==> config.mk <==
export PLATFORM = sky130hd
export DESIGN_NAME = fir_mac_engine_flat
export DESIGN_NICKNAME = d
export VERILOG_FILES = /design/src/rtl/fir_package.sv /design/src/rtl/hwpe_stream_if.sv /design/src/rtl/fir_mac_pipe.sv /design/src/rtl/fir_mac_engine.sv /design/src/flat_wrapper.sv
export SDC_FILE = /design/constraint.sdc
export NUM_CORES = 2
export LEC_CHECK = 0
export CORE_ASPECT_RATIO = 1.4
export CORE_UTILIZATION = 45
export DETAILED_ROUTE_END_ITERATION = 8
export GPL_ROUTABILITY_DRIVEN = 0
export GPL_TIMING_DRIVEN = 0
export PLACE_DENSITY_LB_ADDON = 0.3
export RECOVER_POWER = 25
export SLEW_MARGIN = 0
export SYNTH_ARGS = -nofsm -noshare
export SYNTH_HDL_FRONTEND = slang
export SYNTH_SLANG_ARGS = --single-unit
==> constraint.sdc <==
create_clock -name clk_i -period 7.05 [get_ports clk_i]
set_clock_uncertainty 0.2 [all_clocks]
set_input_delay 1.41 -clock clk_i [delete_from_list [all_inputs] [get_ports clk_i]]
set_output_delay 1.41 -clock clk_i [all_outputs]
set_load 0.005 [all_outputs]
==> src/rtl/fir_package.sv <==
// Shared types for the FIR MAC engine: controller/engine bundles,
// engine FSM states and field widths.
package fir_package;

    localparam int FIR_ENG_SHIFT_W = 5;
    localparam int FIR_LEN_W       = 16;

    typedef struct packed {
        logic                       clear;
        logic                       enable;
        logic                       start;
        logic                       simple_mul;
        logic [FIR_ENG_SHIFT_W-1:0] shift;
        logic [FIR_LEN_W-1:0]       len;
    } ctrl_engine_t;

    typedef struct packed {
        logic [FIR_LEN_W-1:0] cnt;
        logic                 acc_valid;
    } flags_engine_t;

    typedef enum logic [2:0] {
        ENG_IDLE,
        ENG_LOAD_C,
        ENG_RUN,
        ENG_OUT,
        ENG_DONE
    } engine_state_t;

endpackage

==> src/rtl/hwpe_stream_if.sv <==
// Minimal hwpe_stream: data/valid/ready.
// slave = consumer side, master = producer side.
interface hwpe_stream_if #(
    parameter int DATA_WIDTH = 32
) ();

    logic [DATA_WIDTH-1:0] data;
    logic                  valid;
    logic                  ready;

    modport slave  (input data, input valid, output ready);
    modport master (output data, output valid, input ready);

endinterface

==> src/rtl/fir_mac_pipe.sv <==
// Two-stage MAC datapath: stage 1 registers a*b, stage 2 either emits
// (p>>>shift) as a stream beat or accumulates p; also drives the OUT beat.
// Ports: clk_i/rst_ni, clear_i/enable_i, simple_i/shift_i (job config),
//   in_fire_i + a_i/b_i (join), seed_i + c_i (acc load), out_en_i,
//   d_ready_i; outputs s1_free_o, busy_o, d_valid_o, d_data_o.
module fir_mac_pipe
    import fir_package::*;
#(
    parameter int DATA_WIDTH = 32,
    parameter int ACC_WIDTH  = 64
) (
    input  logic                       clk_i,
    input  logic                       rst_ni,
    input  logic                       clear_i,
    input  logic                       enable_i,
    input  logic                       simple_i,
    input  logic [FIR_ENG_SHIFT_W-1:0] shift_i,
    input  logic                       in_fire_i,
    input  logic [DATA_WIDTH-1:0]      a_i,
    input  logic [DATA_WIDTH-1:0]      b_i,
    input  logic                       seed_i,
    input  logic [DATA_WIDTH-1:0]      c_i,
    input  logic                       out_en_i,
    input  logic                       d_ready_i,
    output logic                       s1_free_o,
    output logic                       busy_o,
    output logic                       d_valid_o,
    output logic [DATA_WIDTH-1:0]      d_data_o
);

    logic                         s1_v;
    logic signed [2*DATA_WIDTH-1:0] p_q;
    logic                         d_v;
    logic [DATA_WIDTH-1:0]        d_q;
    logic signed [ACC_WIDTH-1:0]  acc_q;

    logic signed [ACC_WIDTH-1:0]  p_ext;
    logic signed [ACC_WIDTH-1:0]  c_ext;
    logic [DATA_WIDTH-1:0]        p_lo;
    logic [DATA_WIDTH-1:0]        acc_lo;
    logic                         stall;
    logic                         s1_adv;

    assign p_ext  = ACC_WIDTH'(p_q);
    assign c_ext  = ACC_WIDTH'(signed'(c_i));
    assign p_lo   = DATA_WIDTH'(p_ext >>> shift_i);
    assign acc_lo = DATA_WIDTH'(acc_q >>> shift_i);

    // Only the streaming path can back-pressure stage 1.
    assign stall     = d_v & ~d_ready_i;
    assign s1_adv    = s1_v & ~(simple_i & stall);
    assign s1_free_o = ~s1_v | s1_adv;
    assign busy_o    = s1_v | d_v;

    assign d_valid_o = d_v | out_en_i;
    assign d_data_o  = out_en_i ? acc_lo : d_q;

    always_ff @(posedge clk_i or negedge rst_ni) begin
        if (!rst_ni) begin
            s1_v  <= 1'b0;
            p_q   <= '0;
            d_v   <= 1'b0;
            d_q   <= '0;
            acc_q <= '0;
        end else if (clear_i) begin
            s1_v  <= 1'b0;
            p_q   <= '0;
            d_v   <= 1'b0;
            d_q   <= '0;
            acc_q <= '0;
        end else if (enable_i) begin
            if (in_fire_i) begin
                s1_v <= 1'b1;
                p_q  <= (2*DATA_WIDTH)'(signed'(a_i))
                      * (2*DATA_WIDTH)'(signed'(b_i));
            end else if (s1_adv) begin
                s1_v <= 1'b0;
            end

            if (s1_adv & simple_i) begin
                d_v <= 1'b1;
                d_q <= p_lo;
            end else if (d_v & d_ready_i) begin
                d_v <= 1'b0;
            end

            if (seed_i) begin
                acc_q <= c_ext;
            end else if (s1_adv & ~simple_i) begin
                acc_q <= acc_q + p_ext;
            end
        end
    end

endmodule

==> src/rtl/fir_mac_engine.sv <==
// FIR MAC engine top: job FSM, pair counter, a/b join and flags.
// Ports: clk_i, rst_ni, test_mode_i, a_i/b_i/c_i (stream slaves),
//   d_o (stream master), ctrl_i (ctrl_engine_t), flags_o (flags_engine_t).
module fir_mac_engine
    import fir_package::*;
#(
    parameter int DATA_WIDTH = 32,
    parameter int ACC_WIDTH  = 64,
    parameter int LEN_WIDTH  = FIR_LEN_W
) (
    input  logic          clk_i,
    input  logic          rst_ni,
    input  logic          test_mode_i,
    hwpe_stream_if.slave  a_i,
    hwpe_stream_if.slave  b_i,
    hwpe_stream_if.slave  c_i,
    hwpe_stream_if.master d_o,
    input  ctrl_engine_t  ctrl_i,
    output flags_engine_t flags_o
);

    engine_state_t              state_q, state_d;
    logic [LEN_WIDTH-1:0]       cnt_q;
    logic [LEN_WIDTH-1:0]       len_q;
    logic [FIR_ENG_SHIFT_W-1:0] shift_q;
    logic                       simple_q;

    logic act;
    logic start_ok;
    logic join_rdy;
    logic c_rdy;
    logic seed;
    logic out_en;
    logic d_hs;
    logic s1_free;
    logic busy;
    logic unused_test_mode;

    assign unused_test_mode = test_mode_i;

    assign act      = ~ctrl_i.clear & ctrl_i.enable;
    assign start_ok = ctrl_i.start
                    & (state_q == ENG_IDLE | state_q == ENG_DONE);
    // a and b are only acknowledged together so pairs never split.
    assign join_rdy = act & (state_q == ENG_RUN)
                    & a_i.valid & b_i.valid
                    & (cnt_q < len_q) & s1_free;
    assign c_rdy    = act & (state_q == ENG_LOAD_C);
    assign seed     = c_rdy & c_i.valid;
    assign out_en   = (state_q == ENG_OUT);
    assign d_hs     = d_o.valid & d_o.ready;

    assign a_i.ready = join_rdy;
    assign b_i.ready = join_rdy;
    assign c_i.ready = c_rdy;

    assign flags_o.cnt       = FIR_LEN_W'(cnt_q);
    assign flags_o.acc_valid = (state_q == ENG_DONE);

    fir_mac_pipe #(
        .DATA_WIDTH(DATA_WIDTH),
        .ACC_WIDTH (ACC_WIDTH)
    ) u_pipe (
        .clk_i    (clk_i),
        .rst_ni   (rst_ni),
        .clear_i  (ctrl_i.clear),
        .enable_i (ctrl_i.enable),
        .simple_i (simple_q),
        .shift_i  (shift_q),
        .in_fire_i(join_rdy),
        .a_i      (a_i.data),
        .b_i      (b_i.data),
        .seed_i   (seed),
        .c_i      (c_i.data),
        .out_en_i (out_en),
        .d_ready_i(d_o.ready),
        .s1_free_o(s1_free),
        .busy_o   (busy),
        .d_valid_o(d_o.valid),
        .d_data_o (d_o.data)
    );

    always_ff @(posedge clk_i or negedge rst_ni) begin
        if (!rst_ni) begin
            state_q <= ENG_IDLE;
        end else begin
            state_q <= state_d;
        end
    end

    always_comb begin
        state_d = state_q;
        if (ctrl_i.clear) begin
            state_d = ENG_IDLE;
        end else if (ctrl_i.enable) begin
            unique case (state_q)
                ENG_IDLE, ENG_DONE: begin
                    if (ctrl_i.start) begin
                        if (ctrl_i.len == '0)
                            state_d = ENG_DONE;
                        else if (ctrl_i.simple_mul)
                            state_d = ENG_RUN;
                        else
                            state_d = ENG_LOAD_C;
                    end
                end
                ENG_LOAD_C: if (c_i.valid) state_d = ENG_RUN;
                ENG_RUN: begin
                    if (cnt_q == len_q && !busy)
                        state_d = simple_q ? ENG_DONE : ENG_OUT;
                end
                ENG_OUT: if (d_hs) state_d = ENG_DONE;
                default: state_d = ENG_IDLE;
            endcase
        end
    end

    always_ff @(posedge clk_i or negedge rst_ni) begin
        if (!rst_ni) begin
            cnt_q    <= '0;
            len_q    <= '0;
            shift_q  <= '0;
            simple_q <= 1'b0;
        end else if (ctrl_i.clear) begin
            cnt_q    <= '0;
            len_q    <= '0;
            shift_q  <= '0;
            simple_q <= 1'b0;
        end else if (ctrl_i.enable) begin
            if (start_ok) begin
                cnt_q    <= '0;
                len_q    <= LEN_WIDTH'(ctrl_i.len);
                shift_q  <= ctrl_i.shift;
                simple_q <= ctrl_i.simple_mul;
            end else if (join_rdy) begin
                cnt_q <= cnt_q + LEN_WIDTH'(1);
            end
        end
    end

endmodule
==> src/flat_wrapper.sv <==
// flat-port wrapper written by rule: the top's interface ports become plain ports
module fir_mac_engine_flat import fir_package::*;
#(
    parameter int DATA_WIDTH = 32,
    parameter int ACC_WIDTH  = 64,
    parameter int LEN_WIDTH  = FIR_LEN_W
)
  (clk_i, rst_ni, test_mode_i, ctrl_i, flags_o, a_i_data, a_i_valid, a_i_ready, b_i_data, b_i_valid, b_i_ready, c_i_data, c_i_valid, c_i_ready, d_o_data, d_o_valid, d_o_ready);
  hwpe_stream_if #(.DATA_WIDTH(DATA_WIDTH)) a_i_i ();
  hwpe_stream_if #(.DATA_WIDTH(DATA_WIDTH)) b_i_i ();
  hwpe_stream_if #(.DATA_WIDTH(DATA_WIDTH)) c_i_i ();
  hwpe_stream_if #(.DATA_WIDTH(DATA_WIDTH)) d_o_i ();
  input  logic clk_i;
  input  logic rst_ni;
  input  logic test_mode_i;
  input  ctrl_engine_t ctrl_i;
  output flags_engine_t flags_o;
  input wire logic [$bits(a_i_i.data)-1:0] a_i_data;
  input wire logic [$bits(a_i_i.valid)-1:0] a_i_valid;
  output wire logic [$bits(a_i_i.ready)-1:0] a_i_ready;
  input wire logic [$bits(b_i_i.data)-1:0] b_i_data;
  input wire logic [$bits(b_i_i.valid)-1:0] b_i_valid;
  output wire logic [$bits(b_i_i.ready)-1:0] b_i_ready;
  input wire logic [$bits(c_i_i.data)-1:0] c_i_data;
  input wire logic [$bits(c_i_i.valid)-1:0] c_i_valid;
  output wire logic [$bits(c_i_i.ready)-1:0] c_i_ready;
  output wire logic [$bits(d_o_i.data)-1:0] d_o_data;
  output wire logic [$bits(d_o_i.valid)-1:0] d_o_valid;
  input wire logic [$bits(d_o_i.ready)-1:0] d_o_ready;
  assign a_i_i.data = a_i_data;
  assign a_i_i.valid = a_i_valid;
  assign a_i_ready = a_i_i.ready;
  assign b_i_i.data = b_i_data;
  assign b_i_i.valid = b_i_valid;
  assign b_i_ready = b_i_i.ready;
  assign c_i_i.data = c_i_data;
  assign c_i_i.valid = c_i_valid;
  assign c_i_ready = c_i_i.ready;
  assign d_o_data = d_o_i.data;
  assign d_o_valid = d_o_i.valid;
  assign d_o_i.ready = d_o_ready;
  fir_mac_engine #(.DATA_WIDTH(DATA_WIDTH), .ACC_WIDTH(ACC_WIDTH), .LEN_WIDTH(LEN_WIDTH)) u_core (.clk_i(clk_i), .rst_ni(rst_ni), .test_mode_i(test_mode_i), .a_i(a_i_i), .b_i(b_i_i), .c_i(c_i_i), .d_o(d_o_i), .ctrl_i(ctrl_i), .flags_o(flags_o));
endmodule
==> results.toml <==
[outcome]
status = "finished with violations"
failed_checks = "max-capacitance violations, max-slew violations, negative setup slack"

[global_route]
grt_overflow = 0
antenna_found_initial = 6
track_usage_pct = 35.9
grt_max_degree = 121
grt_pass1_vias = 50098
grt_pass1_wl_um = 317000

[setup_path]
r2r_start = "u_core.state_q[0]"
cpLargestDelayFamily = "adder cells"
worst-path-buf-inv = 4
worstSetupStartpointType = "input port"
max_stage_delay_ns = 0.65
slowest_stage = "fa_2"
worst_r2r_endpoint = "u_core.u_pipe.acc_q[31]"
critPathMaxFanout = 10
rr_worst_depth = 12
end_kind = "flip-flop"
rrSetupSlack_ns = 2.49
cp.required_ns = 7.29
arrival_ns = 8.63
worstSetupPathType = "input port to flip-flop"

[sta]
min_period_ns = 8.38
slew_violations = 204
worst_slew_pin_slew_ns = 4.43
setup_ws_ns = -1.33
rsz0062_at_grt = "true"
maxSlewHeadroom_pct = -196
hold_ws_ns = 0.306
hold_viol_final = 0
setup_viol = 48
timing.fmax_mhz = 119
timing.final.crit_share_pct = 119

[floorplanning]
ioPinCount = 181
die_x_um = 293
die_h_um = 410
dieArea_um2 = 120000
row_count = 149
start_util_pct = 45.3
core_um2 = 118000

[clocking]
cts.sink_count = 201
cts.clk_slew.worst_paths_ns = 0.06
clock_tree.buffer_depth = 3
htree_levels = 1
cts_buffers = 21
worstSkewPairLatency_ns = 0.56
ctsHoldBuffers = 0
cts_tree = "built"
root_buffer = "clkbuf_16"

[synth]
synth_area_um2 = 53400
avgSynthCellArea_um2 = 8.89
synthCells = 6006
synth-async-reset-ratio_pct = 100
ys.warnings.count = 0
ys.flop_type = "dfrtp_1"
seq_area_frac_synth_pct = 9.42
ys_types = 75
synth_edf_count = 0
syn_nets = 7469
synth-seq-cells = 201

[cells_and_area]
fin_util_pct = 54.9
final_cell_count_no_fill = 8067
fin_nets = 7927
drive_above_1_share_pct = 17.1
area_delta_synth_final_pct = 21.2

[min_path]
whs_endpoint = "u_core.u_pipe.d_q[22]"
hp-start = "u_core.u_pipe.d_q[22]"
min_path_type = "flip-flop to flip-flop"
worstHoldPathCells = 1

[job]
max_cap_viol_count = 2

[placement]
numPlacedInstances = 7770
portBuffers = 177
hpwl_um = 170000
pre_cts_slack_ns = -3.21

[route]
drt_iter0_drc = 4315
wl_per_cell_um = 26.5
firstDrtPassIters = 6
drt-total-wl_um = 213000
vias = 47302
drt-vias-per-instance = 5.86
drc = 0
drtAntennaViolNets = 0
## per-stage QoR
stage          setup TNS (ns)  cell area, um2
6_report               -36.21           64700
2_1_floorplan          -28.47           54600
3_3_place_gp          -957.63           58300
5_1_grt                -86.55           64700
3_5_place_dp          -120.20           58400
4_1_cts                -30.53           63400
## flip-flops by register name, indices dropped and copies added (netlist names)
signal,cells
u_core.state_q,3
u_core.u_pipe.acc_q,63
u_core.u_pipe.d_q,32
u_core.cnt_q,16
u_core.simple_q,1
u_core.u_pipe.d_v,1
u_core.shift_q,5
u_core.u_pipe.s1_v,1
u_core.u_pipe.p_ext,63
u_core.len_q,16
## cell usage in the layout, fill, tap and decap left out, types with 44 or more instances in the layout
cell,instances
buf_4,222
fa_2,131
nor2_1,170
xnor2_1,58
o21ai_0,218
o21ai_1,50
buf_6,54
fa_1,943
mux4_2,53
nor2b_1,45
nand2_1,886
and2_1,465
a22o_1,59
ha_1,214
ha_4,44
clkbuf_1,131
clkbuf_16,88
a21o_1,78
dfrtp_1,201
nand3_1,83
inv_2,61
xor2_1,50
mux2i_1,126
and2_4,54
clkbuf_8,77
a21oi_1,199
clkdlybuf4s50_1,112
inv_1,897
## cell type report
type	count	area [um2]
fillers	10492	53100
multi-input cells	4463	45200
flip-flops and latches	201	5030
repair buffers	439	4210
plain buffers	371	3960
inverters	967	3660
well taps	1585	1980
clock buffers	26	564
clock inverters	10	120
diodes	5	12.5
## layer usage
metal  up-vias  part of all wire [%]  track usage, %
met1     23538                    33            39.1
met3      1119                   9.1            8.29
met5         -                     0          0.0813
li1      19797                     -               -
met2      2848                    46            57.6
met4         0                    12            33.6
## cell usage after synthesis, types with 53 or more instances
| master | number | area [um2] |
|---|---|---|
| nand3_1 | 85 | 425 |
| ha_1 | 261 | 3270 |
| mux2i_1 | 126 | 1260 |
| and2_1 | 521 | 3260 |
| xnor2_1 | 66 | 578 |
| xor2_1 | 53 | 464 |
| fa_1 | 1074 | 21500 |
| a21o_1 | 80 | 601 |
| nor2_1 | 177 | 664 |
| mux4_2 | 53 | 1190 |
| inv_1 | 962 | 3610 |
| clkbuf_1 | 324 | 1220 |
| o21ai_0 | 274 | 1370 |
| a21oi_1 | 232 | 1160 |
| nand2_1 | 913 | 3430 |
| a22o_1 | 59 | 517 |
| dfrtp_1 | 201 | 5030 |
## how the worst max path moves through the flow
| stage | endpoint | from | slack (ns) | cells past startpoint |
|---|---|---|---|---|
| after floorplan | u_core.u_pipe.p_ext[62] | a_i_data[31] | -1.46 | 24 |
| after global placement | u_core.u_pipe.p_ext[12] | rst_ni | -4.17 | 1 |
| after detailed placement | u_core.u_pipe.p_ext[62] | b_i_data[31] | -3.21 | 26 |
| after CTS | u_core.u_pipe.p_ext[58] | a_i_data[31] | -1.30 | 28 |
| after global routing | u_core.u_pipe.p_ext[62] | a_i_data[31] | -1.48 | 27 |
| final | u_core.u_pipe.p_ext[58] | b_i_data[24] | -1.33 | 25 |
## worst reg2reg max path: stages (launching register included)
cell and delay, ns:
dfrtp_1 0.32, clkbuf_1 0.29, inv_1 0.13, nor2_1 0.22, nand2_1 0.08, nor2_1 0.16, nand2_1 0.14, o21ai_1 0.65
nand2_1 0.74, nor2_1 0.86, clkbuf_1 0.45, o21ai_0 0.17, nand2_1 0.10
## kinds of logic (layout without fill, tap and decap cells)
family / count (synthesis) / in the layout / share of synthesized area (%)
xor+xnor: 119 / 119 / 1.95
other cells: 0 / 5 / 0
compound gates: 907 / 907 / 10.7
mux: 205 / 205 / 5.14
fa+ha+maj: 1335 / 1335 / 46.4
simple gates: 1897 / 1897 / 16.9
buf+inv: 1342 / 1813 / 9.49
flops: 201 / 201 / 9.42
## repair_timing
| item | 4_1_cts | 5_1_grt |
|---|---|---|
| buffers inserted | 185 | 67 |
| pin swaps | 172 | 232 |
| gates resized for setup | 1069 | 255 |
| endpoints found under the setup margin | 54 | 52 |
| gates cloned | 5 | 2 |
Power is left out: the tool's default activity adds up to more than one toggle a clock period on the data nets, which glitch-free logic cannot reach.
